`src/rtl/mem_arbiter.sv`:
```
// mem_arbiter: shares one external memory bus between instruction fetch
// (imem side) and the data memory unit (dmem side).
//
// Ports:
//   clk, rst_n                  clock, asynchronous active-low reset
//   imem_addr/_addr_valid       fetch request (held until imem_data_valid)
//   imem_data/_data_valid/_err  fetch response (one-cycle pulse, err = timeout)
//   dmem_addr/_addr_valid       data request (held until dmem_data_valid)
//   dmem_we, dmem_wdata         data write enable and write data
//   dmem_data/_data_valid/_err  data response (one-cycle pulse, err = timeout)
//   bus_addr/_addr_valid        external request
//   bus_we, bus_wdata           external write enable and write data
//   bus_data/_data_valid        external single-cycle response
//
// State  | meaning
// IDLE   | sample requests, grant dmem first unless imem has starved
// BUSY_I | fetch transfer on the bus, waiting for response or timeout
// BUSY_D | data transfer on the bus, waiting for response or timeout
// RESP_I | imem_data_valid pulse, back to IDLE next
// RESP_D | dmem_data_valid pulse, back to IDLE next
//
// All outputs are registered.

module mem_arbiter #(
  parameter int unsigned STARVE_LIMIT = 3,
  parameter int unsigned TIMEOUT      = 255
) (
  input  logic        clk,
  input  logic        rst_n,

  input  logic [63:0] imem_addr,
  input  logic        imem_addr_valid,
  output logic [63:0] imem_data,
  output logic        imem_data_valid,
  output logic        imem_err,

  input  logic [63:0] dmem_addr,
  input  logic        dmem_addr_valid,
  input  logic        dmem_we,
  input  logic [63:0] dmem_wdata,
  output logic [63:0] dmem_data,
  output logic        dmem_data_valid,
  output logic        dmem_err,

  output logic [63:0] bus_addr,
  output logic        bus_addr_valid,
  output logic        bus_we,
  output logic [63:0] bus_wdata,
  input  logic [63:0] bus_data,
  input  logic        bus_data_valid
);

  localparam int unsigned SW = (STARVE_LIMIT > 0) ? $clog2(STARVE_LIMIT + 1) : 1;
  localparam int unsigned TW = (TIMEOUT > 1) ? $clog2(TIMEOUT) : 1;

  localparam logic [SW-1:0] STARVE_MAX = SW'(STARVE_LIMIT);
  localparam logic [TW-1:0] TO_LAST    = TW'(TIMEOUT - 1);

  localparam logic [2:0] S_IDLE   = 3'd0;
  localparam logic [2:0] S_BUSY_I = 3'd1;
  localparam logic [2:0] S_BUSY_D = 3'd2;
  localparam logic [2:0] S_RESP_I = 3'd3;
  localparam logic [2:0] S_RESP_D = 3'd4;

  logic [2:0]    state_q, state_d;
  logic [SW-1:0] starve_q, starve_d;
  logic [TW-1:0] to_cnt_q, to_cnt_d;

  logic [63:0] bus_addr_q, bus_addr_d;
  logic        bus_addr_valid_q, bus_addr_valid_d;
  logic        bus_we_q, bus_we_d;
  logic [63:0] bus_wdata_q, bus_wdata_d;

  logic [63:0] imem_data_q, imem_data_d;
  logic        imem_data_valid_q, imem_data_valid_d;
  logic        imem_err_q, imem_err_d;

  logic [63:0] dmem_data_q, dmem_data_d;
  logic        dmem_data_valid_q, dmem_data_valid_d;
  logic        dmem_err_q, dmem_err_d;

  logic        grant_d;
  logic        xfer_done;

  // dmem wins unless both request and imem has been passed over STARVE_LIMIT times.
  assign grant_d   = dmem_addr_valid && (!imem_addr_valid || (starve_q != STARVE_MAX));
  // A bus response in the timeout cycle still counts as a real response.
  assign xfer_done = bus_data_valid || (to_cnt_q == TO_LAST);

  always_comb begin
    state_d           = state_q;
    starve_d          = starve_q;
    to_cnt_d          = to_cnt_q;
    bus_addr_d        = bus_addr_q;
    bus_addr_valid_d  = bus_addr_valid_q;
    bus_we_d          = bus_we_q;
    bus_wdata_d       = bus_wdata_q;
    imem_data_d       = imem_data_q;
    imem_data_valid_d = 1'b0;
    imem_err_d        = imem_err_q;
    dmem_data_d       = dmem_data_q;
    dmem_data_valid_d = 1'b0;
    dmem_err_d        = dmem_err_q;

    case (state_q)
      S_IDLE: begin
        if (grant_d) begin
          state_d          = S_BUSY_D;
          bus_addr_d       = dmem_addr;
          bus_we_d         = dmem_we;
          bus_wdata_d      = dmem_wdata;
          bus_addr_valid_d = 1'b1;
          to_cnt_d         = '0;
          if (imem_addr_valid) begin
            starve_d = (starve_q == STARVE_MAX) ? starve_q : starve_q + SW'(1);
          end else begin
            starve_d = '0;
          end
        end else if (imem_addr_valid) begin
          state_d          = S_BUSY_I;
          bus_addr_d       = imem_addr;
          bus_we_d         = 1'b0;
          bus_wdata_d      = '0;
          bus_addr_valid_d = 1'b1;
          to_cnt_d         = '0;
          starve_d         = '0;
        end
      end

      S_BUSY_I, S_BUSY_D: begin
        if (xfer_done) begin
          bus_addr_valid_d = 1'b0;
          if (state_q == S_BUSY_D) begin
            state_d           = S_RESP_D;
            dmem_data_valid_d = 1'b1;
            dmem_err_d        = !bus_data_valid;
            if (!bus_data_valid) begin
              dmem_data_d = '0;
            end else if (!bus_we_q) begin
              dmem_data_d = bus_data;
            end
          end else begin
            state_d           = S_RESP_I;
            imem_data_valid_d = 1'b1;
            imem_err_d        = !bus_data_valid;
            imem_data_d       = bus_data_valid ? bus_data : '0;
          end
        end else begin
          to_cnt_d = to_cnt_q + TW'(1);
        end
      end

      S_RESP_I, S_RESP_D: begin
        state_d = S_IDLE;
      end

      default: begin
        state_d = S_IDLE;
      end
    endcase
  end

  always_ff @(posedge clk or negedge rst_n) begin
    if (!rst_n) begin
      state_q           <= S_IDLE;
      starve_q          <= '0;
      to_cnt_q          <= '0;
      bus_addr_q        <= '0;
      bus_addr_valid_q  <= 1'b0;
      bus_we_q          <= 1'b0;
      bus_wdata_q       <= '0;
      imem_data_q       <= '0;
      imem_data_valid_q <= 1'b0;
      imem_err_q        <= 1'b0;
      dmem_data_q       <= '0;
      dmem_data_valid_q <= 1'b0;
      dmem_err_q        <= 1'b0;
    end else begin
      state_q           <= state_d;
      starve_q          <= starve_d;
      to_cnt_q          <= to_cnt_d;
      bus_addr_q        <= bus_addr_d;
      bus_addr_valid_q  <= bus_addr_valid_d;
      bus_we_q          <= bus_we_d;
      bus_wdata_q       <= bus_wdata_d;
      imem_data_q       <= imem_data_d;
      imem_data_valid_q <= imem_data_valid_d;
      imem_err_q        <= imem_err_d;
      dmem_data_q       <= dmem_data_d;
      dmem_data_valid_q <= dmem_data_valid_d;
      dmem_err_q        <= dmem_err_d;
    end
  end

  assign bus_addr        = bus_addr_q;
  assign bus_addr_valid  = bus_addr_valid_q;
  assign bus_we          = bus_we_q;
  assign bus_wdata       = bus_wdata_q;
  assign imem_data       = imem_data_q;
  assign imem_data_valid = imem_data_valid_q;
  assign imem_err        = imem_err_q;
  assign dmem_data       = dmem_data_q;
  assign dmem_data_valid = dmem_data_valid_q;
  assign dmem_err        = dmem_err_q;

endmodule

```
`config.mk`:
```
export PLATFORM = sky130hd
export DESIGN_NAME = mem_arbiter
export DESIGN_NICKNAME = d
export VERILOG_FILES = /design/src/rtl/mem_arbiter.sv
export SDC_FILE = /design/constraint.sdc
export NUM_CORES = 1
export LEC_CHECK = 0
export BUFFER_PORTS_ARGS = -buffer_cell sky130_fd_sc_hd__buf_4
export CORE_AREA = 2 2 201 203
export CTS_CLUSTER_SIZE = 20
export DETAILED_ROUTE_END_ITERATION = 10
export DIE_AREA = 0 0 203 205
export GPL_TIMING_DRIVEN = 0
export PLACE_DENSITY = 0.64
export SLEW_MARGIN = 20
export SYNTH_ARGS = -nofsm -noshare
export SYNTH_HDL_FRONTEND = slang
export SYNTH_SLANG_ARGS = --single-unit
```
`constraint.sdc`:
```
create_clock -name clk -period 1.7 [get_ports clk]
set_input_delay 0.34 -clock clk [delete_from_list [all_inputs] [get_ports clk]]
set_output_delay 0.34 -clock clk [all_outputs]
set_load 0.005 [all_outputs]
```
==> metrics <==
crit path DAT=2.25 ns; fmax=0.553 GHz; via count=10200; CTS tree=built; DP HPWL=29600 µm; clock net sink count=275; Slew Limit Fails=0; Cell variety after synth=41; switching share of total power=33.3%; failing checks=negative setup slack; worst hold margin=0.0257 ns; number of remaining DRC errors=0; post-synthesis net count=1208; drt initial violations=518; final net count=1907; fin util=47.6%; initial antenna violation count=2; largest net degree at the start of global routing=94; critical path required time=2.14 ns; clk slew on worst S/H paths=0.06 ns; vias in the first global route=10700; Crit Path Max Fanout=10; gr usage total=19.0%; final setup TNS=-8.80 ns; top post-synthesis cells by area=dfrtp_1, a22o_1, nand2_1, mux2i_1, nand3_1; Flop pwr share=35.7%; worst slew pin tran=0.532 ns; clk_lat worst skew=0.56 ns; Die Span X=203 µm; placed instance area=15600 µm²; FF+latch count, synth=275; max cap viols=0; Leak=9.60 nW; Routed Antenna Nets=0; VDD IR-drop max=1070 µV; vias per cell=4.67; sw power=10.4 mW; router iterations before antenna repair=4; internal power=20.9 mW; area delta synth->final=71.3%; number of synthesis warnings=0; H-Tree Depth=1; Core ar.=39400 µm²; status=finished with violations; Yosys top cell by area=dfrtp_1; final total power=31.4 mW; first-pass GRT wire length=61500 µm; IO Pins=524; clk buf depth=3; async set-reset flop share out of synthesis=100%; RePlAce Congestion=0.878; layout cell share with drive strength beyond 1=43.5%; share of the synthesized area in the top cell type=62.9%; Vert. Die Dim=205 µm; Hold Path Class=input port to flip-flop; PD cells=1670 nW/µm²; Comb pwr share=41.3%; fin crit period=1.81 ns; Slew HR=64.5%; Clk pwr share=22.9%; number of synthesized flops with an enable pin=0; root buf cell=clkbuf_16; grt ovf=0; std cell rows=73; register area share after synthesis=62.9%; die area=41600 µm²; Synth top cells by count=dfrtp_1, nand2_1, a22o_1; Mapped Cells=943; port buffer count=523; crit path kind=flip-flop to flip-flop; final-report hold violation count=0; RSZ-0062 raised after global routing=true; Max Clock Skew=0.00835 ns; Starting Density=27.8%; post-route cell area=18700 µm²; prevailing post-synth register cell=dfrtp_1; routed wire length=41500 µm; Setup WS post-layout=-0.107 ns; syn avg cell area=11.6 µm²; DR WL/cell=18.9 µm; Crit. End Element=flip-flop; most common cell in the netlist=dfrtp_1; fin crit share=106%; # setup viols final=107; type of origin of the critical path=flip-flop; TritonCTS buffer count=30; mapped cell area=10900 µm²
-- final timing paths --
path | to | slack, ns | from | depth (start not counted)
min | bus_wdata[32]$_DFFE_PN0P_ | 0.03 | dmem_wdata[32] | 3
max in group asynchronous | bus_addr[61]$_DFFE_PN0P_ | 0.28 | rst_n | 4
min reg2reg | bus_wdata[22]$_DFFE_PN0P_ | 0.47 | bus_wdata[22]$_DFFE_PN0P_ | 2
max reg2reg | dmem_data[7]$_DFFE_PN0P_ | -0.11 | to_cnt_q[0]$_DFFE_PN0P_ | 8
max | dmem_data[7]$_DFFE_PN0P_ | -0.11 | to_cnt_q[0]$_DFFE_PN0P_ | 8
min in group asynchronous | dmem_data[23]$_DFFE_PN0P_ | 0.33 | rst_n | 2
-- cell usage in the layout, fill, tap and decap left out, types with 5 or more instances in the layout --
| cell | count |
|---|---|
| o21ai_0 | 43 |
| nand3_1 | 70 |
| clkbuf_16 | 33 |
| clkbuf_8 | 12 |
| dlygate4sd3_1 | 113 |
| buf_6 | 8 |
| buf_2 | 19 |
| dfrtp_1 | 270 |
| buf_12 | 11 |
| dfrtp_2 | 5 |
| a31oi_1 | 8 |
| mux2i_4 | 10 |
| clkbuf_4 | 5 |
| clkinv_2 | 7 |
| mux2i_1 | 51 |
| a22o_1 | 124 |
| nand2_1 | 201 |
| o21ai_1 | 28 |
| nor2_1 | 10 |
| buf_8 | 19 |
| buf_4 | 546 |
| clkbuf_2 | 10 |
-- power groups by stage --
stage	combinational (mW)	clock [mW]	sequential, mW
finish	13.0	7.18	11.2
global placement	11.5	0	11.1
detailed placement	11.7	0	11.2
floorplan	4.65	0	11.2
global route	14.1	7.61	11.5
CTS	12.6	7.34	11.2
-- cells by family (layout without fill, tap and decap cells) --
family | after synthesis | after routing | synth area share (%)
muxes | 66 | 66 | 6.05
other | 0 | 2 | 0
AOI/OAI and AO/OA | 223 | 223 | 15.2
adders and majority gates | 3 | 3 | 0.343
buffers and inverters | 79 | 801 | 3.99
and+or+nand+nor | 296 | 297 | 11.4
DFF | 275 | 275 | 62.9
xor gates and xnor gates | 1 | 1 | 0.0801
-- per-stage QoR --
| step | worst slack, ns | std cells |
|---|---|---|
| finish | -0.107 | 2193 |
| floorplan | -0.0300 | 943 |
| global route | -0.190 | 2193 |
| detailed placement | -0.796 | 1994 |
| global placement | -2.10 | 1991 |
| CTS | -0.111 | 2183 |
-- layout make-up --
| type | count | area (µm²) |
|---|---|---|
| diodes | 2 | 5.00 |
| plain buffers | 74 | 703 |
| clock buffers | 42 | 927 |
| clock inverters | 14 | 179 |
| fillers | 3476 | 20600 |
| inverters | 4 | 15.0 |
| multi-input cells | 590 | 3840 |
| flip-flops and latches | 275 | 6890 |
| well taps | 525 | 657 |
| repair buffers | 667 | 5520 |
-- state kept, by name, indices dropped and copies added, names as in the netlist --
register and cells:
state_q 3, imem_err 1, bus_addr 64, starve_q 2, to_cnt_q 8, dmem_data 64, bus_addr_valid 1, bus_wdata 64
imem_data_valid 1, imem_data 64, dmem_data_valid 1, bus_we 1, dmem_err 1
-- timing repair --
action | CTS | global route
setup endpoints to repair | 274 | 264
hold buffers | 113 | 0
hold endpoints to repair | 202 | 0
setup buffers | 19 | 7
gates cloned | 4 | 2
pin swaps | 12 | 7
resized for setup | 128 | 97
-- critical path, stage by stage, from the launching register on --
cell     delay (ns)
dfrtp_1        0.38
inv_1          0.06
ha_2           0.19
nand3_2        0.08
or3_1          0.31
a21o_1         0.18
buf_8          0.16
buf_8          0.15
a22o_1         0.18
-- routing by layer --
| metal | wire, µm | GRT usage, % |
|---|---|---|
| met4 | 1780 | 9.18 |
| met2 | 20300 | 32.2 |
| met3 | 3330 | 5.14 |
| met1 | 16100 | 22.2 |
| met5 | 0 | 0 |
No activity file was read; power rests on OpenSTA's default activity.
